--- src/rtl/rr_grant_ctrl.sv ---
// Grant-issue stage of the round-robin arbiter: offers one requester from the
// priority-filtered mask, holds ownership for a bounded number of beats, feeds grant_last back.
module rr_grant_ctrl #(
  parameter int N          = 4,
  parameter int MAX_BEATS  = 4,
  parameter int SETTLE_CYC = 2
) (
  input  logic                 clk,
  input  logic                 reset,
  input  logic [N-1:0]         request,
  input  logic [N-1:0]         next_grant_mask,
  input  logic                 grant_ready,
  input  logic                 beat,
  input  logic                 last,
  output logic [N-1:0]         grant,
  output logic                 grant_valid,
  output logic [$clog2(N)-1:0] owner_id,
  output logic                 busy,
  output logic [N-1:0]         grant_last
);

  localparam int IDX_W = $clog2(N);
  localparam int CNT_W = $clog2(MAX_BEATS + 1);
  localparam int SET_W = (SETTLE_CYC > 1) ? $clog2(SETTLE_CYC) : 1;

  typedef enum logic [1:0] {IDLE, OFFER, BUSY, SETTLE} state_e;

  state_e             state_q;
  logic [N-1:0]       grant_q;
  logic               grant_valid_q;
  logic               busy_q;
  logic [IDX_W-1:0]   owner_id_q;
  logic [N-1:0]       grant_last_q;
  logic [CNT_W-1:0]   beat_cnt_q;
  logic [SET_W-1:0]   settle_cnt_q;

  logic [N-1:0]       cand;
  logic [N-1:0]       pick_src;
  logic [IDX_W-1:0]   pick_idx_d;
  logic [N-1:0]       pick_d;
  logic               release_d;

  // Prefer the rotated priority view; fall back to raw requests when it is empty.
  always_comb begin
    cand       = next_grant_mask & request;
    pick_src   = (cand != '0) ? cand : request;
    pick_idx_d = '0;
    for (int i = N - 1; i >= 0; i--) begin
      if (pick_src[i]) pick_idx_d = IDX_W'(i);
    end
    pick_d = N'(1) << pick_idx_d;
  end

  assign release_d = (beat && last)
                  || (beat && (beat_cnt_q == CNT_W'(MAX_BEATS - 1)))
                  || !request[owner_id_q];

  // NOTE: every register here uses <= so all updates see the pre-edge values,
  // and the synchronous reset branch comes first so it overrides any state.
  always_ff @(posedge clk) begin
    if (reset) begin
      state_q       <= IDLE;
      grant_q       <= '0;
      grant_valid_q <= 1'b0;
      busy_q        <= 1'b0;
      owner_id_q    <= '0;
      grant_last_q  <= {1'b1, {(N-1){1'b0}}};
      beat_cnt_q    <= '0;
      settle_cnt_q  <= '0;
    end else begin
      case (state_q)
        IDLE: begin
          if (request != '0) begin
            grant_q       <= pick_d;
            owner_id_q    <= pick_idx_d;
            grant_valid_q <= 1'b1;
            state_q       <= OFFER;
          end
        end
        OFFER: begin
          if (grant_ready) begin
            grant_valid_q <= 1'b0;
            busy_q        <= 1'b1;
            grant_last_q  <= grant_q;
            beat_cnt_q    <= '0;
            state_q       <= BUSY;
          end else if (!request[owner_id_q]) begin
            grant_q       <= '0;
            grant_valid_q <= 1'b0;
            owner_id_q    <= '0;
            state_q       <= IDLE;
          end
        end
        BUSY: begin
          if (release_d) begin
            grant_q      <= '0;
            busy_q       <= 1'b0;
            owner_id_q   <= '0;
            beat_cnt_q   <= '0;
            settle_cnt_q <= SET_W'(SETTLE_CYC - 1);
            state_q      <= SETTLE;
          end else if (beat) begin
            beat_cnt_q <= beat_cnt_q + CNT_W'(1);
          end
        end
        SETTLE: begin
          // Gives the mask stage time to absorb the new grant_last.
          if (settle_cnt_q == '0) state_q <= IDLE;
          else                    settle_cnt_q <= settle_cnt_q - SET_W'(1);
        end
        default: state_q <= IDLE;
      endcase
    end
  end

  assign grant       = grant_q;
  assign grant_valid = grant_valid_q;
  assign busy        = busy_q;
  assign owner_id    = owner_id_q;
  assign grant_last  = grant_last_q;

endmodule

--- config.mk ---
export PLATFORM = sky130hd
export DESIGN_NAME = rr_grant_ctrl
export DESIGN_NICKNAME = d
export VERILOG_FILES = /design/src/rtl/rr_grant_ctrl.sv
export SDC_FILE = /design/constraint.sdc
export NUM_CORES = 1
export LEC_CHECK = 0
export BUFFER_PORTS_ARGS = -buffer_cell sky130_fd_sc_hd__buf_4
export CORE_UTILIZATION = 49
export CTS_BUF_LIST = sky130_fd_sc_hd__clkbuf_4
export DETAILED_ROUTE_END_ITERATION = 12
export PLACE_DENSITY = 0.77
export SYNTH_ARGS = -nofsm -noshare
export SYNTH_HDL_FRONTEND = slang
export SYNTH_SLANG_ARGS = --single-unit
--- constraint.sdc ---
create_clock -name clk -period 1.9 [get_ports clk]
set_input_delay 0.095 -clock clk [delete_from_list [all_inputs] [get_ports clk]]
set_output_delay 0.095 -clock clk [all_outputs]
set_load 0.05 [all_outputs]
==> impl_metrics.ini <==
[placed_design]
place_congestion = 0.847
hpwl_mm = 1.77
dpl-instance-area_um2 = 1240
io_buffer_count = 24

[floorplan]
die_area_um2 = 2210
design.portCount = 25
rows = 15
fp.dieH_um = 47.0
die_w_um = 47.0
core_area_um2 = 1800
initial_utilization = 0.550

[pwr]
peakVddDrop_mv = 0.595
power_frac_seq = 0.415
internal_power_w = 0.000662
powerDensity_nw_per_um2 = 791
power_frac_clock = 0.185
swShare = 0.363
p_comb_frac = 0.400
p_switching_w = 0.000377
leakagePower_nw = 0.563

[logic_synthesis]
ys.warnings.count = 0
synth_largest_area_cell = dfxtp_1
synthTopCellsByArea = dfxtp_1, nand2_1, a21oi_1
syn_avg_cell_area_um2 = 7.93
synth.distinct_cells = 37
netlist_instances = 125
synth_edf_count = 0
yosysSeqAreaShare = 0.364
synthesis.area_um2 = 991
synth_nets = 144
synth.most_common_cell = nand2_1
async_flop_share = 0
synthTopCellsByCount = nand2_1, dfxtp_1, a21oi_1
synthFlopType = dfxtp_1
ys_ff_latch = 18
synth_top_area_share = 0.364

[critical_path]
worst_ep_required_time_ns = 2.13
cp.arrival_ns = 2.09
critPathMaxFanout = 4
cp-end-kind = register
r2r_setup_slack_ns = 0.04
worst-setup-path-type = register to register
startpoint_type = register

[cts]
cts_tree = built
root_buffer = clkbuf_4
clock_latency_ns = 0.29
clock_path_buffers = 2
clkSinkCount = 18
htreeDepth = 1
cts_buffers = 3
cts.hold.buffers_added = 0
clk_pin_slew_ns = 0.10

[run_status]
status = completed

[min_path]
hold_class = input pin to register

[global_route]
antenna_found_initial = 0
grt_pass1_vias = 828
grt_pass1_wl_mm = 3.46
grt_max_degree = 17
track_usage = 0.220
grt_overflow = 0

[timing]
finalClockSkew_ns = 0.00855
whs_ns = 0.0775
finalSetupViolations = 0
period_share = 0.980
tightest_slew_ns = 0.359
finalCriticalPeriod_ns = 1.86
drv_slew = 0
max_freq_ghz = 0.537
slew_headroom = 0.761
rsz0062_at_grt = true
hold_viol = 0

[routing]
dr.first_iter.drc_count = 16
viasPerCell = 5.55
drc = 0
wl_mm = 2.26
vias = 1022
dr.pass1.iters = 4
ant_nets = 0
avgRoutedWirePerCell_um = 12.3

[flow_run]
maxCapViolations = 0

[final_layout]
drive_above_1_share = 0.296
syn_to_final_growth_pct = 32.6
final_area_um2 = 1310
insertedDiodeCount = 0
finalNetCount = 179
-- critical path, stage by stage, from the launching register on --
cell	delay (ns)
dfxtp_4	0.38
mux4_2	0.54
inv_4	0.09
o2111ai_4	0.14
or4_1	0.52
a21oi_1	0.12
-- layout by cell type (no fill, tap or decap), types with 2 or more instances in the layout --
cell      synthesis  routed
a21oi_1          15      14
a22oi_1           2       2
buf_4             0      33
clkbuf_4          0       3
dfxtp_1          18      15
dfxtp_2           0       2
ha_1              6       6
inv_1             8       8
nand2_1          25      25
nand3_1           5       5
nor2_1            7       7
o21ai_0           8       7
or4_1             2       2
-- area by class of cell --
type	count	area (µm²)
Clock buffer	3	22.5
Clock inverter	1	3.75
Fill cell	152	488
Inverter	9	36.3
Multi-Input combinational cell	94	594
Sequential cell	18	367
Tap cell	25	31.3
Timing Repair Buffer	34	259
-- stage by stage --
step | utilization | TNS, ns | setup WS (ns) | cells | power (W)
finish | 0.729 | 0 | 0.0385 | 184 | 0.00104
global route | 0.729 | -0.0716 | -0.0287 | 184 | 0.00110
CTS | 0.706 | 0 | 0.0117 | 182 | 0.00101
detailed placement | 0.691 | 0 | 0.0343 | 178 | 0.000817
global placement | 0.691 | 0 | 0.0846 | 178 | 0.000810
floorplan | - | 0 | 0.0165 | 125 | 0.000689
-- power by group through the flow --
stage	combinational [W]	clock [W]	sequential, W
6_report	0.000415	0.000192	0.000431
5_1_grt	0.000447	0.000221	0.000435
4_1_cts	0.000379	0.000198	0.000430
3_5_place_dp	0.000378	0	0.000439
3_3_place_gp	0.000372	0	0.000438
2_1_floorplan	0.000172	0	0.000517
-- kinds of logic (layout without fill, tap and decap cells) --
family	Yosys count	count (layout)	synth area share
AOI/OAI and AO/OA	36	36	0.230
adders and majority gates	6	6	0.0758
buffers and inverters	13	47	0.0581
DFF	18	18	0.364
muxes	2	2	0.0328
and+or+nand+nor	50	50	0.240
-- registers in the layout (all words and copies together), names as in the netlist, named ones only --
signal        count
grant             4
grant_last        4
beat_cnt_q        3
owner_id          2
busy              1
grant_valid       1
settle_cnt_q      1
state_q           1
-- per-layer routing --
metal | GRT usage | wire [µm] | vias up
li1 | - | - | 513
met1 | 0.293 | 1040 | 474
met2 | 0.358 | 1090 | 31
met3 | 0.0346 | 98 | 4
met4 | 0.0857 | 32 | 0
met5 | 0 | 0 | -
-- path summary, 6_finish.rpt --
check,depth (start not counted),end,startpoint
setup reg to reg,5,owner_id[0]$_SDFFE_PP0P_,owner_id[0]$_SDFFE_PP0P_
hold / removal,2,owner_id[0]$_SDFFE_PP0P_,reset
setup / recovery,5,owner_id[0]$_SDFFE_PP0P_,owner_id[0]$_SDFFE_PP0P_
hold reg to reg,2,grant_last[0]$_SDFFE_PP0P_,grant_last[0]$_SDFFE_PP0P_
-- repair_timing --
item | in CTS | in global routing
setup endpoints to repair | 0 | 10
resized for setup | 0 | 8
buffers inserted | 0 | 2
(Power assumes the default switching activity.)
